==> src/rtl/uart_pkg.sv <==
// Shared UART definitions: receiver FSM states, frame-length encoding, parity modes.
// Pure declarations; no timing or flow control.
package uart_pkg;

  typedef enum logic [2:0] {
    ST_IDLE      = 3'd0,
    ST_START     = 3'd1,
    ST_DATA      = 3'd2,
    ST_PARITY    = 3'd3,
    ST_STOP      = 3'd4,
    ST_WAIT_HIGH = 3'd5
  } uart_state_e;

  localparam logic [1:0] LEN_5 = 2'b00;
  localparam logic [1:0] LEN_6 = 2'b01;
  localparam logic [1:0] LEN_7 = 2'b10;
  localparam logic [1:0] LEN_8 = 2'b11;

  localparam logic PAR_EVEN = 1'b0;
  localparam logic PAR_ODD  = 1'b1;

  function automatic logic [3:0] data_bits(input logic [1:0] len);
    return 4'd5 + {2'b00, len};
  endfunction

endpackage

==> src/rtl/uart_rx_fifo.sv <==
// First-word-fall-through FIFO; head visible the clock after the write, next entry the clock after a pop.
// Writes while full are refused unless a pop happens in the same cycle; pops while empty are ignored.
module uart_rx_fifo #(
  parameter int WIDTH = 8,
  parameter int DEPTH = 8
) (
  input  logic             clk,
  input  logic             reset,
  input  logic             wr_en,
  input  logic [WIDTH-1:0] wr_dat,
  input  logic             rd_en,
  output logic [WIDTH-1:0] rd_dat,
  output logic             empty,
  output logic             full
);

  localparam int PTR_W = $clog2(DEPTH);

  logic [WIDTH-1:0] mem_q [DEPTH];
  logic [PTR_W-1:0] wr_ptr_q, wr_ptr_d;
  logic [PTR_W-1:0] rd_ptr_q, rd_ptr_d;
  logic [PTR_W:0]   cnt_q, cnt_d;
  logic             do_wr, do_rd;

  assign empty  = (cnt_q == '0);
  assign full   = (cnt_q == (PTR_W+1)'(DEPTH));
  assign do_rd  = rd_en && !empty;
  assign do_wr  = wr_en && (!full || do_rd);
  assign rd_dat = empty ? '0 : mem_q[rd_ptr_q];

  // Power-of-two depth lets the pointers wrap on their own.
  always_comb begin
    wr_ptr_d = wr_ptr_q;
    rd_ptr_d = rd_ptr_q;
    cnt_d    = cnt_q;
    if (do_wr) wr_ptr_d = wr_ptr_q + 1'b1;
    if (do_rd) rd_ptr_d = rd_ptr_q + 1'b1;
    case ({do_wr, do_rd})
      2'b10:   cnt_d = cnt_q + 1'b1;
      2'b01:   cnt_d = cnt_q - 1'b1;
      default: cnt_d = cnt_q;
    endcase
  end

  always_ff @(posedge clk or negedge reset) begin
    if (!reset) begin
      wr_ptr_q <= '0;
      rd_ptr_q <= '0;
      cnt_q    <= '0;
    end else begin
      wr_ptr_q <= wr_ptr_d;
      rd_ptr_q <= rd_ptr_d;
      cnt_q    <= cnt_d;
    end
  end

  always_ff @(posedge clk) begin
    if (do_wr) mem_q[wr_ptr_q] <= wr_dat;
  end

endmodule

==> src/rtl/uart_rx_param.sv <==
// Programmable-format UART receiver; word visible one clock after the stop sample. Optional FIFO under UART_RX_FIFO_EN,
// else a single holding register. No backpressure on the line: a word arriving while storage is full is dropped as overrun.
module uart_rx_param
  import uart_pkg::*;
#(
  parameter int OVERSAMPLE = 16,
  parameter int DIV_W      = 16,
  parameter int FIFO_DEPTH = 8
) (
  input  logic             clk,
  input  logic             reset,
  input  logic             rx,
  input  logic [1:0]       data_len,
  input  logic             parity_en,
  input  logic             odd_n_even,
  input  logic [DIV_W-1:0] baud_div,
  input  logic             rd_en,
  input  logic             err_clr,
  output logic [7:0]       rd_data,
  output logic             rx_valid,
  output logic             fifo_full,
  output logic             rx_busy,
  output logic             framing_err,
  output logic             parity_err,
  output logic             overrun_err
);

  localparam int OS_W = $clog2(OVERSAMPLE);
  localparam logic [OS_W-1:0] OS_LAST      = OS_W'(OVERSAMPLE - 1);
  localparam logic [OS_W-1:0] OS_HALF_LAST = OS_W'(OVERSAMPLE / 2 - 1);

  logic rx_meta_q, rx_s_q, rx_s;

  always_ff @(posedge clk or negedge reset) begin
    if (!reset) begin
      rx_meta_q <= 1'b1;
      rx_s_q    <= 1'b1;
    end else begin
      rx_meta_q <= rx;
      rx_s_q    <= rx_meta_q;
    end
  end
  assign rx_s = rx_s_q;

  uart_state_e      state_q;
  logic [DIV_W-1:0] tick_cnt_q, div_q;
  logic [OS_W-1:0]  os_cnt_q;
  logic [3:0]       bit_cnt_q, nbits_q;
  logic [7:0]       data_q;
  logic             par_acc_q, par_bad_q, par_en_q, odd_q;
  logic             tick, half_smp, full_smp;

  assign tick     = (state_q != ST_IDLE) && (tick_cnt_q == div_q);
  assign half_smp = tick && (os_cnt_q == OS_HALF_LAST);
  assign full_smp = tick && (os_cnt_q == OS_LAST);
  assign rx_busy  = (state_q != ST_IDLE);

  // Frame format and divisor are captured at the start edge so mid-frame register writes cannot corrupt it.
  always_ff @(posedge clk or negedge reset) begin
    if (!reset) begin
      state_q    <= ST_IDLE;
      tick_cnt_q <= '0;
      div_q      <= '0;
      os_cnt_q   <= '0;
      bit_cnt_q  <= '0;
      nbits_q    <= 4'd8;
      data_q     <= '0;
      par_acc_q  <= 1'b0;
      par_bad_q  <= 1'b0;
      par_en_q   <= 1'b0;
      odd_q      <= 1'b0;
    end else begin
      if (state_q != ST_IDLE) tick_cnt_q <= tick ? '0 : tick_cnt_q + 1'b1;
      if (tick) os_cnt_q <= os_cnt_q + 1'b1;
      case (state_q)
        ST_IDLE: begin
          if (!rx_s) begin
            nbits_q    <= data_bits(data_len);
            par_en_q   <= parity_en;
            odd_q      <= odd_n_even;
            div_q      <= baud_div;
            tick_cnt_q <= '0;
            os_cnt_q   <= '0;
            bit_cnt_q  <= '0;
            data_q     <= '0;
            par_acc_q  <= 1'b0;
            par_bad_q  <= 1'b0;
            state_q    <= ST_START;
          end
        end
        ST_START: begin
          if (half_smp) begin
            os_cnt_q <= '0;
            state_q  <= rx_s ? ST_IDLE : ST_DATA;
          end
        end
        ST_DATA: begin
          if (full_smp) begin
            os_cnt_q               <= '0;
            data_q[bit_cnt_q[2:0]] <= rx_s;
            par_acc_q              <= par_acc_q ^ rx_s;
            bit_cnt_q              <= bit_cnt_q + 1'b1;
            if (bit_cnt_q == nbits_q - 4'd1) state_q <= par_en_q ? ST_PARITY : ST_STOP;
          end
        end
        ST_PARITY: begin
          if (full_smp) begin
            os_cnt_q  <= '0;
            par_bad_q <= (rx_s != (par_acc_q ^ odd_q));
            state_q   <= ST_STOP;
          end
        end
        ST_STOP: begin
          if (full_smp) begin
            os_cnt_q <= '0;
            state_q  <= rx_s ? ST_IDLE : ST_WAIT_HIGH;
          end
        end
        ST_WAIT_HIGH: begin
          if (rx_s) state_q <= ST_IDLE;
        end
        default: state_q <= ST_IDLE;
      endcase
    end
  end

  logic       push_vld, push_acc, pop;
  logic       word_vld, word_full;
  logic [7:0] head_dat;

  assign push_vld = (state_q == ST_STOP) && full_smp && rx_s;
  assign pop      = rd_en && word_vld;
  assign push_acc = push_vld && (!word_full || pop);

`ifdef UART_RX_FIFO_EN
  logic fifo_empty;

  uart_rx_fifo #(
    .WIDTH(8),
    .DEPTH(FIFO_DEPTH)
  ) u_fifo (
    .clk    (clk),
    .reset  (reset),
    .wr_en  (push_acc),
    .wr_dat (data_q),
    .rd_en  (pop),
    .rd_dat (head_dat),
    .empty  (fifo_empty),
    .full   (word_full)
  );
  assign word_vld = !fifo_empty;
`else
  logic       hold_vld_q, hold_vld_d;
  logic [7:0] hold_dat_q, hold_dat_d;
  logic       unused_depth;

  assign unused_depth = ^FIFO_DEPTH;

  always_comb begin
    hold_vld_d = hold_vld_q;
    hold_dat_d = hold_dat_q;
    if (push_acc) begin
      hold_vld_d = 1'b1;
      hold_dat_d = data_q;
    end else if (pop) begin
      hold_vld_d = 1'b0;
      hold_dat_d = '0;
    end
  end

  always_ff @(posedge clk or negedge reset) begin
    if (!reset) begin
      hold_vld_q <= 1'b0;
      hold_dat_q <= '0;
    end else begin
      hold_vld_q <= hold_vld_d;
      hold_dat_q <= hold_dat_d;
    end
  end

  assign word_vld  = hold_vld_q;
  assign word_full = hold_vld_q;
  assign head_dat  = hold_vld_q ? hold_dat_q : 8'h00;
`endif

  assign rd_data   = head_dat;
  assign rx_valid  = word_vld;
  assign fifo_full = word_full;

  logic frm_q, frm_d, par_q, par_d, ovr_q, ovr_d;

  // A set in the same cycle as err_clr wins.
  always_comb begin
    frm_d = ((state_q == ST_STOP) && full_smp && !rx_s) || (frm_q && !err_clr);
    par_d = (push_vld && par_bad_q) || (par_q && !err_clr);
    ovr_d = (push_vld && !push_acc) || (ovr_q && !err_clr);
  end

  always_ff @(posedge clk or negedge reset) begin
    if (!reset) begin
      frm_q <= 1'b0;
      par_q <= 1'b0;
      ovr_q <= 1'b0;
    end else begin
      frm_q <= frm_d;
      par_q <= par_d;
      ovr_q <= ovr_d;
    end
  end

  assign framing_err = frm_q;
  assign parity_err  = par_q;
  assign overrun_err = ovr_q;

endmodule

==> config.mk <==
export PLATFORM = sky130hd
export DESIGN_NAME = uart_rx_param
export DESIGN_NICKNAME = d
export VERILOG_FILES = /design/src/rtl/uart_pkg.sv /design/src/rtl/uart_rx_fifo.sv /design/src/rtl/uart_rx_param.sv
export SDC_FILE = /design/constraint.sdc
export NUM_CORES = 1
export LEC_CHECK = 0
export ABC_AREA = 1
export BUFFER_PORTS_ARGS = -buffer_cell sky130_fd_sc_hd__clkbuf_2
export CORE_MARGIN = 2
export CORE_UTILIZATION = 31
export DETAILED_ROUTE_END_ITERATION = 8
export GPL_TIMING_DRIVEN = 0
export PLACE_DENSITY = 0.51
export SLEW_MARGIN = 20
export SYNTH_ARGS = -nofsm -noshare
export SYNTH_HDL_FRONTEND = slang
export SYNTH_SLANG_ARGS = --single-unit
==> constraint.sdc <==
create_clock -name clk -period 1.85 [get_ports clk]
set_input_delay 0.37 -clock clk [delete_from_list [all_inputs] [get_ports clk]]
set_output_delay 0.37 -clock clk [all_outputs]
set_load 0.005 [all_outputs]
==> summary.txt, run 1 <==
Seq pwr share: 41.4%
Starting Density: 32.0%
Post-synth EDFFs: 0
vias per inst: 4.56
FF-to-FF Start: nbits_q[0]
placed cell count: 753
R2R Setup Slk: 0.10 ns
Largest stage delay, worst path: 0.46 ns
synth warn: 0
Seq cells post-synth: 73
maximum clock insertion buffer count: 2
Syn-to-layout area delta: 27.1%
pin count of the biggest net entering global routing: 43
Chip Width: 118 um
Cell Area, Placed: 4490 um^2
Clock Skew: 0.00629 ns
core area: 12700 um^2
# DRC: 0
H-tree depth: 3
normalized max-slew margin: 67.2%
Reg2Reg Capture Point: state_q[2]
Worst VDD drop: 0.000351 V
critical path class: flop to primary output
GR Util All Layers: 14.7%
die area: 14000 um^2
FILL cells: 1307
post-synthesis compound-gate area fraction: 6.91%
Root Driver: clkbuf_16
Setup-failing EPs final: 0
First-pass DRT Iterations: 4
Async SR Flop Fraction: 100%
Switch Pwr: 0.999 mW
Main synth FF type: dfrtp_1
mux contribution to synthesized area: 0%
HP Class: input port to async pin
CP Data Arrival Time: 1.40 ns
startpoint types: flop
Synth Area in Simple Gates: 34.7%
XOR/XNOR Fraction of Synth Area: 2.59%
post-route cell area: 5150 um^2
post-route ant nets: 0
combinational power share: 10.0%
Avg WL per Cell: 12.4 um
Vias: 3566
min cycle time layout: 1.77 ns
P per Cell Area: 811 nW/um^2
mapped cell area: 4060 um^2
RSZ-0062 raised after global routing: true
fraction of layout cells with a size suffix above 1: 26.4%
Internal: 3.18 mW
cell row count: 41
CTS tree: built
Synth Area in Adders: 1.54%
Buf/Inv on CP: 2
Inserted Clock Buffers: 9
most common cell after layout, fill and taps aside: nand2_1
nets@finish: 635
critical path, cell by cell: nor2_4 > nand2_4 > buf_2 > clkbuf_2
grt ovf: 0
number of max-cap violations: 0
Distinct cells, synth: 38
P_leak: 2.59 nW
final setup TNS: 0 ns
fin crit share: 95.4%
WL final: 9700 um
IO Port Bufs: 38
FF-to-FF path depth: 10
synthesized area per cell: 7.48 um^2
global-route wire length before repair: 16700 um
Largest delay share family, worst path: flip-flops
overall power: 4.18 mW
post-DP HPWL: 7090 um
slowest CP cell: dfrtp_2
Final Wtd Congestion: 0.815
Initial DRC Count: 203
fmax: 566 MHz
Switching Fraction: 23.9%
status: finished clean
worst slew pin tran: 0.493 ns
Clock Power Share: 48.6%
initial antenna violation count: 0
maximum fanout along the worst path: 10
antenna cell count: 0
Slew Limit Fails: 0
main combinational cell family by area after synthesis: simple AND/OR/NAND/NOR gates
Worst setup EP type: primary output
Seq/Total Area, Yosys: 45.1%
Worst-Skew Late Latency: 0.34 ns
most frequent cells in the layout: 154 x nand2_1, 63 x dfrtp_1, 59 x inv_1
Die Ht: 118 um
clk slew on worst S/H paths: 0.06 ns
final hold vios: 0
Cells after Synth: 542
Crit path required time: 1.48 ns
vias in the first global route: 3497
clk sink count: 73
Ports: 39
syn_nets: 572
fin cells: 782
per-layer routing:
layer  wire length, um  GRT usage [%]  share of wire [%]  up-vias
met5                 0              0                  0        -
met4               108           4.91                1.1        0
met3               242           2.80                2.5       10
met2              4260           21.9                 44       51
met1              5090           21.4                 52     1651
li1                  -              -                  -     1854
worst max-delay path by stage:
stage,startpoint,to,slack [ns],depth (start not counted)
floorplan,state_q[0],tick_cnt_q[10],0.29,9
global placement,reset,hold_dat_q[4],-0.34,1
detailed placement,state_q[0],div_q[4],-0.27,6
CTS,state_q[0],tick_cnt_q[14],0.0002,9
global route,tick_cnt_q[10],hold_dat_q[5],-0.05,12
finish,state_q[0],rx_busy,0.08,4
cells by family (layout without fill, tap and decap cells):
kind of cell,after synthesis,after routing
AO/OA/AOI/OAI,52,52
XOR/XNOR,12,12
adder cells (fa/ha/maj),5,5
buffers and inverters,92,160
flip-flops,73,73
AND/OR/NAND/NOR,308,308
registers in the layout (all words and copies together), names as in the netlist, 3 cells and up:
| signal | cells |
|---|---|
| div_q | 16 |
| os_cnt_q | 4 |
| tick_cnt_q | 16 |
| bit_cnt_q | 4 |
| hold_dat_q | 8 |
| state_q | 3 |
| data_q | 8 |
| nbits_q | 4 |
power by group through the flow:
stage          clock network (mW)  registers [mW]  logic (mW)
3_3_place_gp                    0            1.77       0.315
4_1_cts                      2.07            1.73       0.383
2_1_floorplan                   0            1.76       0.212
3_5_place_dp                    0            1.77       0.326
6_report                     2.03            1.73       0.419
5_1_grt                      2.14            1.74       0.477
worst reg2reg max path: cells and delay by family, from the launching register on:
kind,cells,cell delay [ns]
fa+ha+maj,1,0.26
compound gates,3,0.36
flops,1,0.38
simple gates,4,0.42
xor+xnor,1,0.15
buf+inv,1,0.07
per-stage QoR:
| stage | utilization (%) | worst slack (ns) | hold WS, ns |
|---|---|---|---|
| floorplan | - | 0.285 | 0.0744 |
| global placement | 35.2 | -0.343 | 0.348 |
| detailed placement | 35.4 | -0.274 | 0.348 |
| CTS | 38.6 | 0.000195 | 0.0345 |
| global route | 40.7 | -0.0518 | 0.0492 |
| finish | 40.7 | 0.0844 | 0.0192 |
what timing repair did:
| action | 4_1_cts | 5_1_grt |
|---|---|---|
| gates resized for setup | 12 | 55 |
| cloned | 0 | 1 |
| setup endpoints to repair | 42 | 59 |
| setup buffers | 4 | 8 |
| hold buffers | 0 | 0 |
| pin swaps | 1 | 15 |
synthesized netlist by cell type, types with 2 or more instances:
| master | n | share of area, % |
|---|---|---|
| nand2_1 | 164 | 15 |
| nand2_4 | 2 | 0.56 |
| o21ai_1 | 7 | 0.86 |
| nor3b_1 | 3 | 0.56 |
| buf_2 | 4 | 0.49 |
| buf_1 | 2 | 0.19 |
| nor2_1 | 44 | 4.1 |
| o31ai_1 | 3 | 0.56 |
| and2_1 | 3 | 0.46 |
| nor2_2 | 7 | 1.1 |
| inv_1 | 60 | 5.6 |
| clkbuf_1 | 6 | 0.56 |
| dfrtp_1 | 70 | 43 |
| inv_2 | 16 | 1.5 |
| xor2_1 | 9 | 1.9 |
| nand3_1 | 26 | 3.2 |
| o21a_1 | 2 | 0.37 |
| xnor2_1 | 3 | 0.65 |
| nand4_2 | 3 | 0.93 |
| nand4_1 | 22 | 3.4 |
| o21ai_0 | 27 | 3.3 |
| dfstp_2 | 3 | 1.9 |
| nor3_1 | 17 | 2.1 |
| or2_2 | 7 | 1.1 |
| a21oi_1 | 10 | 1.2 |
| nand3_2 | 2 | 0.49 |
| ha_1 | 5 | 1.5 |
| or2_0 | 3 | 0.46 |
| buf_4 | 3 | 0.56 |
area by class of cell:
cell class	instances	area [um^2]	share of cell area (%)
Clock inverter	6	105	2.04
Inverter	76	288	5.58
Timing Repair Buffer	52	318	6.17
Buffer	16	98.8	1.92
Clock buffer	10	239	4.64
Tap cell	172	215	4.17
Sequential cell	73	1840	35.7
Multi-Input combinational cell	377	2050	39.8
Power figures use the tool's default switching activity.
==> inputs of run 2 (changes only) <==
--- a/config.mk
+++ b/config.mk
@@ -7,7 +7,7 @@
 export LEC_CHECK = 0
 export ABC_AREA = 1
 export BUFFER_PORTS_ARGS = -buffer_cell sky130_fd_sc_hd__clkbuf_2
-export CORE_MARGIN = 2
+export CORE_MARGIN = 10
 export CORE_UTILIZATION = 31
 export DETAILED_ROUTE_END_ITERATION = 8
 export GPL_TIMING_DRIVEN = 0
==> constraint.sdc (replaced) <==
create_clock -name clk -period 1.9 [get_ports clk]
set_input_delay 0.38 -clock clk [delete_from_list [all_inputs] [get_ports clk]]
set_output_delay 0.38 -clock clk [all_outputs]
set_load 0.005 [all_outputs]
==> run 2 against run 1 <==
  * Sequential power is 2% lower
  * Via count rose by 1.2%
  * Die area up 29%
==> summary.txt, run 2 (synthesis gave the netlist of run 1 again) <==
IO Port Bufs: 38 (unchanged)
Starting Density: 31.9% (was 32.0%)
Setup-failing EPs final: 0 (unchanged)
post-route ant nets: 0 (unchanged)
normalized max-slew margin: 67.0% (was 67.2%)
H-tree depth: 3 (unchanged)
critical path, cell by cell: nor2_4 > nand2_4 > buf_2 > clkbuf_2 (unchanged)
placed cell count: 753 (unchanged)
GR Util All Layers: 11.3% (was 14.7%)
# DRC: 0 (unchanged)
Root Driver: clkbuf_16 (unchanged)
First-pass DRT Iterations: 4 (unchanged)
startpoint types: flop (unchanged)
maximum clock insertion buffer count: 2 (unchanged)
HP Class: input port to async pin (unchanged)
Syn-to-layout area delta: 27.2% (was 27.1%)
Slew Limit Fails: 0 (unchanged)
Crit path required time: 1.52 ns (was 1.48 ns)
CP Data Arrival Time: 1.40 ns (about the same)
die area: 18100 um^2 (was 14000 um^2)
Worst Setup SP: state_q[0] (unchanged)
fmax: 561 MHz
clk slew on worst S/H paths: 0.06 ns (about the same)
initial antenna violation count: 0 (unchanged)
clk sink count: 73 (unchanged)
most common cell after layout, fill and taps aside: nand2_1 (unchanged)
nets@finish: 639 (was 635)
Initial DRC Count: 228 (was 203)
Largest delay share family, worst path: flip-flops (unchanged)
Worst VDD drop: 0.000325 V (was 0.000351 V)
slowest CP cell: dfrtp_2 (unchanged)
final hold slack: 0.0302 ns (was 0.0192 ns)
Inserted Clock Buffers: 9 (unchanged)
grt ovf: 0 (unchanged)
Ports: 39 (unchanged)
P_leak: 2.60 nW (was 2.59 nW)
final hold vios: 0 (unchanged)
Worst setup EP type: primary output (unchanged)
post-route core utilization: 40.5% (was 40.7%)
WL final: 10100 um (was 9700 um)
Largest stage delay, worst path: 0.45 ns (was 0.46 ns)
Worst-Skew Late Latency: 0.33 ns (was 0.34 ns)
number of max-cap violations: 0 (unchanged)
Post-CTS Hold Buffers: 0 (unchanged)
final setup TNS: 0 ns (unchanged)
Die Ht: 134 um (was 118 um)
fin cells: 786 (was 782)
vias per inst: 4.59 (was 4.56)
critical path class: flop to primary output (unchanged)
maximum fanout along the worst path: 10 (unchanged)
Clock Skew: 0.00975 ns (was 0.00629 ns)
status: finished clean (unchanged)
post-route cell area: 5160 um^2 (was 5150 um^2)
Final Wtd Congestion: 0.818 (was 0.815)
Chip Width: 134 um (was 118 um)
fraction of layout cells with a size suffix above 1: 27.0% (was 26.4%)
Buf/Inv on CP: 2 (unchanged)
fin crit share: 93.8%
RSZ-0062 raised after global routing: true (unchanged)
FF-to-FF Start: tick_cnt_q[2] (was nbits_q[0])
biggest regs: div_q: 16 flops, tick_cnt_q: 16 flops (unchanged)
pin count of the biggest net entering global routing: 42 (was 43)
most frequent cells in the layout: 150 x nand2_1, 62 x dfrtp_1, 58 x inv_1 (was 154 x nand2_1, 63 x dfrtp_1, 59 x inv_1)
worst slew pin tran: 0.495 ns (was 0.493 ns)
Cell Area, Placed: 4490 um^2 (unchanged)
vias in the first global route: 3419 (was 3497)
global-route wire length before repair: 16800 um (was 16700 um)
P per Cell Area: 769 nW/um^2 (was 811 nW/um^2)
antenna cell count: 0 (unchanged)
Avg WL per Cell: 12.9 um (was 12.4 um)
core area: 12700 um^2 (about the same)
min cycle time layout: 1.78 ns
CTS tree: built (unchanged)
cell row count: 41 (unchanged)
post-DP HPWL: 7330 um (was 7090 um)
Vias: 3609 (was 3566)
-- run 2: changes by cell type in the layout (fill, tap and decap cells not counted), sizes merged --
| cell | change |
|---|---|
| buf | +6 |
| bufinv | -1 |
| clkbuf | -1 |
| clkinv | -2 |
| clkinvlp | +2 |
-- run 2: what timing repair did --
action / in CTS / in global routing
buffers inserted: 2 / 14
gates resized for setup: 9 / 59
cloned: 0 / 1
pin swaps: 1 / 25
setup endpoints to repair: 29 / 54
-- run 2: path summary, 6_finish.rpt --
path / cells after the start / endpoint / slack [ns]
min reg2reg: 0 / rx_s / 0.36
max reg2reg: 11 / hold_dat_q[4] / 0.12
min in group clk: 1 / rx_meta_q / 0.14
max in group asynchronous: 2 / state_q[2] / 1.28
max: 4 / rx_busy / 0.12
min: 1 / div_q[9] / 0.03
-- run 2: power by group --
group | internal (mW) | leakage, nW | total [mW] | switching [mW]
Combinational | 0.176 | 1.51 | 0.430 | 0.254
Clock | 1.18 | 0.152 | 1.84 | 0.660
Sequential | 1.63 | 0.934 | 1.69 | 0.0606
-- run 2: final cells by class --
| class | count | area (um^2) |
|---|---|---|
| plain buffers | 16 | 93.8 |
| clock buffers | 11 | 243 |
| clock inverters | 5 | 80.1 |
| fillers | 1357 | 7560 |
| inverters | 76 | 288 |
| multi-input cells | 377 | 2050 |
| flip-flops and latches | 73 | 1840 |
| well taps | 172 | 215 |
| repair buffers | 56 | 352 |
-- run 2: metal layers --
layer	wire length [um]	vias to the layer above	track usage [%]
li1	-	1866	-
met1	5150	1681	15.3
met2	4460	52	17.0
met3	390	10	2.69
met4	149	0	3.99
met5	0	-	0
-- run 2: per-stage QoR --
stage / total power [mW] / setup slack [ns]
final: 3.96 / 0.118
after global routing: 4.14 / -0.0295
after CTS: 3.93 / 0.00366
after detailed placement: 2.04 / -0.243
after global placement: 2.03 / -0.286
after floorplan: 1.92 / 0.335
-- run 2: worst reg2reg max path, delay by kind of cell (launching register included) --
| kind | cells | cell delay (ns) |
|---|---|---|
| flops | 1 | 0.44 |
| simple gates | 11 | 1.28 |
==> inputs of run 3 (changes only) <==
--- a/config.mk
+++ b/config.mk
@@ -11,7 +11,7 @@
 export CORE_UTILIZATION = 31
 export DETAILED_ROUTE_END_ITERATION = 8
 export GPL_TIMING_DRIVEN = 0
-export PLACE_DENSITY = 0.51
+export PLACE_DENSITY = 0.53
 export SLEW_MARGIN = 20
 export SYNTH_ARGS = -nofsm -noshare
 export SYNTH_HDL_FRONTEND = slang
==> constraint.sdc (replaced) <==
create_clock -name clk -period 1.55 [get_ports clk]
set_input_delay 0.31 -clock clk [delete_from_list [all_inputs] [get_ports clk]]
set_output_delay 0.31 -clock clk [all_outputs]
set_load 0.005 [all_outputs]
==> run 3 against run 2 <==
  * The flow now finishes with violations (negative setup slack)
  * Utilization increased by 7.3 points
  * Clock power increased by 21%
  * Hold slack improved by 0.030 ns
  * Critical path depth increased by 8
  * Sequential power increased by 22%
  * Die area unchanged
  * Via count increased by 8.3%
  * Flip-flop and latch count unchanged
  * Routed wire length increased by 13%
  * Non-clock buffer count increased by 52
  * Critical path type is now flop to flop
  * Largest cell class unchanged
  * Largest power group unchanged
==> summary.txt, run 3 (synthesis gave the netlist of run 1 again) <==
Hold Crit Start: rx
Crit path required time: 1.77 ns (was 1.52 ns)
biggest regs: div_q: 16 flops, tick_cnt_q: 16 flops (unchanged)
FF-to-FF path depth: 12 (was 11)
Worst VDD drop: 0.000457 V (was 0.000325 V)
fin cells: 837 (was 786)
Internal: 3.76 mW (was 2.99 mW)
Ports: 39 (unchanged)
Setup-failing EPs final: 48 (was 0)
final hold vios: 0 (unchanged)
antenna cell count: 0 (unchanged)
Clock Power Share: 44.2% (was 46.5%)
combinational power share: 14.8% (was 10.8%)
cell row count: 41 (unchanged)
Inserted Clock Buffers: 9 (unchanged)
Largest stage delay, worst path: 0.42 ns (was 0.45 ns)
WL final: 11400 um (was 10100 um)
maximum clock insertion buffer count: 2 (unchanged)
post-route ant nets: 0 (unchanged)
most common cell after layout, fill and taps aside: nand2_1 (unchanged)
worst slew pin tran: 0.552 ns (was 0.495 ns)
fin crit share: 114%
critical path class: flop to flop (was flop to primary output)
core area: 12700 um^2 (unchanged)
vias in the first global route: 3936 (was 3419)
Reg2Reg Capture Point: os_cnt_q[0] (was hold_dat_q[4])
FF-to-FF Start: tick_cnt_q[4] (was tick_cnt_q[2])
met1 usage: 16.5% (was 15.3%)
maximum fanout along the worst path: 3 (was 10)
failing checks: negative setup slack
Avg WL per Cell: 13.7 um (was 12.9 um)
most frequent cells in the layout: 114 x nand2_1, 63 x dfrtp_1, 53 x buf_4 (was 150 x nand2_1, 62 x dfrtp_1, 58 x inv_1)
GRT busiest layer: met2 (unchanged)
global-route wire length before repair: 18800 um (was 16800 um)
grt ovf: 0 (unchanged)
status: finished with violations (was finished clean)
IO Port Bufs: 38 (unchanged)
slowest CP cell: dfrtp_1 (was dfrtp_2)
fmax: 564 MHz
Worst setup EP type: flop (was primary output)
P_leak: 3.06 nW (was 2.60 nW)
startpoint types: flop (unchanged)
Vias: 3908 (was 3609)
Worst-Skew Late Latency: 0.34 ns (was 0.33 ns)
min cycle time layout: 1.77 ns
critical path, cell by cell: inv_2 > nand2_1 > nand2_1 > nor2_4 > nand2_1 > nor2_2 > nand3_2 > buf_6 > buf_6 > xor2_1 > nand2_1 > o21ai_1 (was nor2_4 > nand2_4 > buf_2 > clkbuf_2)
R2R Setup Slk: -0.22 ns (was 0.12 ns)
P per Cell Area: 829 nW/um^2 (was 769 nW/um^2)
vias per inst: 4.67 (was 4.59)
die area: 18100 um^2 (unchanged)
worst hold endpoint: rx_meta_q
# DRC: 0 (unchanged)
Die Ht: 134 um (unchanged)
CP Data Arrival Time: 2.00 ns (was 1.40 ns)
H-tree depth: 3 (unchanged)
post-DP HPWL: 7280 um (was 7330 um)
Switching Fraction: 25.5% (was 24.6%)
First-pass DRT Iterations: 5 (was 4)
most used cell, CP: nand2_1
Starting Density: 31.9% (unchanged)
number of max-cap violations: 0 (unchanged)
clk slew on worst S/H paths: 0.06 ns (about the same)
met2 usage: 19.6% (was 17.0%)
FILL cells: 1232 (was 1357)
HP Class: input port to flop (was input port to async pin)
Syn-to-layout area delta: 50.2% (was 27.2%)
Initial DRC Count: 283 (was 228)
clk sink count: 73 (unchanged)
GR Util All Layers: 12.5% (was 11.3%)
initial antenna violation count: 0 (unchanged)
Clock Skew: 0.00504 ns (was 0.00975 ns)
pin count of the biggest net entering global routing: 38 (was 42)
Seq pwr share: 41.1% (was 42.6%)
Switch Pwr: 1.29 mW (was 0.975 mW)
RSZ-0062 raised after global routing: true (unchanged)
worst hold path cell count: 1
Chip Width: 134 um (unchanged)
placed cell count: 753 (unchanged)
normalized max-slew margin: 63.2% (was 67.0%)
final hold slack: 0.0604 ns (was 0.0302 ns)
nets@finish: 691 (was 639)
setup ws final: -0.223 ns (was 0.118 ns)
Root Driver: clkbuf_16 (unchanged)
met3 Use GR: 2.84% (was 2.69%)
fraction of layout cells with a size suffix above 1: 46.6% (was 27.0%)
CTS tree: built (unchanged)
Slew Limit Fails: 0 (unchanged)
Final Wtd Congestion: 0.815 (was 0.818)
run 3: cell types whose count changed in the layout (fill, tap and decap cells not counted), moves of 7 or more:
cell,previous run,this run
buf_4,19,53
nor2_1,34,22
nor2_4,12,19
nand3_1,24,13
nand2_1,150,114
nand2_2,13,43
inv_2,17,25
nand3_2,3,12
o21ai_0,26,5
o21ai_1,8,17
inv_1,58,50
o21ai_2,0,12
buf_6,3,17
run 3: repair_timing:
action	in CTS	in global routing
setup buffers	41	29
resized for setup	108	133
hold buffers	1	0
cloned	2	2
endpoints found under the hold margin	1	0
pin swaps	30	54
endpoints found under the setup margin	75	77
run 3: stage by stage:
step / instance area [um^2] / utilization [%] / setup slack (ns) / power [mW] / setup TNS [ns]
final: 6090 / 47.9 / -0.223 / 5.05 / -5.26
after floorplan: 4060 / - / -0.0133 / 2.35 / -0.0666
after global placement: 4470 / 35.1 / -0.546 / 2.49 / -57.81
after CTS: 5500 / 43.2 / -0.158 / 4.92 / -4.06
after detailed placement: 4490 / 35.3 / -0.571 / 2.50 / -21.32
after global routing: 6090 / 47.9 / -0.332 / 5.27 / -11.55
run 3: layer usage:
metal	wire length, um	part of all wire [%]	vias up
li1	-	-	1966
met1	5280	46	1856
met2	5550	48	75
met3	440	3.8	11
met4	173	1.5	0
met5	0	0	-
run 3: how the worst max path moves through the flow:
stage / startpoint / end / slack, ns / depth (start not counted)
after CTS: tick_cnt_q[4] / data_q[7] / -0.16 / 14
after global routing: div_q[7] / data_q[4] / -0.33 / 14
after floorplan: tick_cnt_q[7] / data_q[3] / -0.01 / 14
final: tick_cnt_q[4] / os_cnt_q[0] / -0.22 / 12
after detailed placement: state_q[0] / div_q[6] / -0.57 / 6
after global placement: reset / hold_dat_q[4] / -0.55 / 1
run 3: layout make-up:
type	instances	area (um^2)	area share, %
multi-input cells	377	2440	40.1
flip-flops and latches	73	1840	30.2
repair buffers	110	870	14.3
inverters	76	288	4.72
clock buffers	12	246	4.05
well taps	172	215	3.53
plain buffers	14	126	2.07
clock inverters	3	65.1	1.07
run 3: critical path: cells and delay by family (launching register included):
| kind | cells | cell delay [ns] |
|---|---|---|
| xor+xnor | 1 | 0.14 |
| flops | 1 | 0.42 |
| compound gates | 1 | 0.06 |
| simple gates | 7 | 0.71 |
| buf+inv | 3 | 0.32 |
run 3: power groups by stage:
stage	clock [mW]	combinational [mW]	sequential, mW
2_1_floorplan	0	0.254	2.10
3_3_place_gp	0	0.373	2.12
3_5_place_dp	0	0.387	2.12
4_1_cts	2.25	0.612	2.06
5_1_grt	2.36	0.825	2.08
6_report	2.23	0.745	2.07
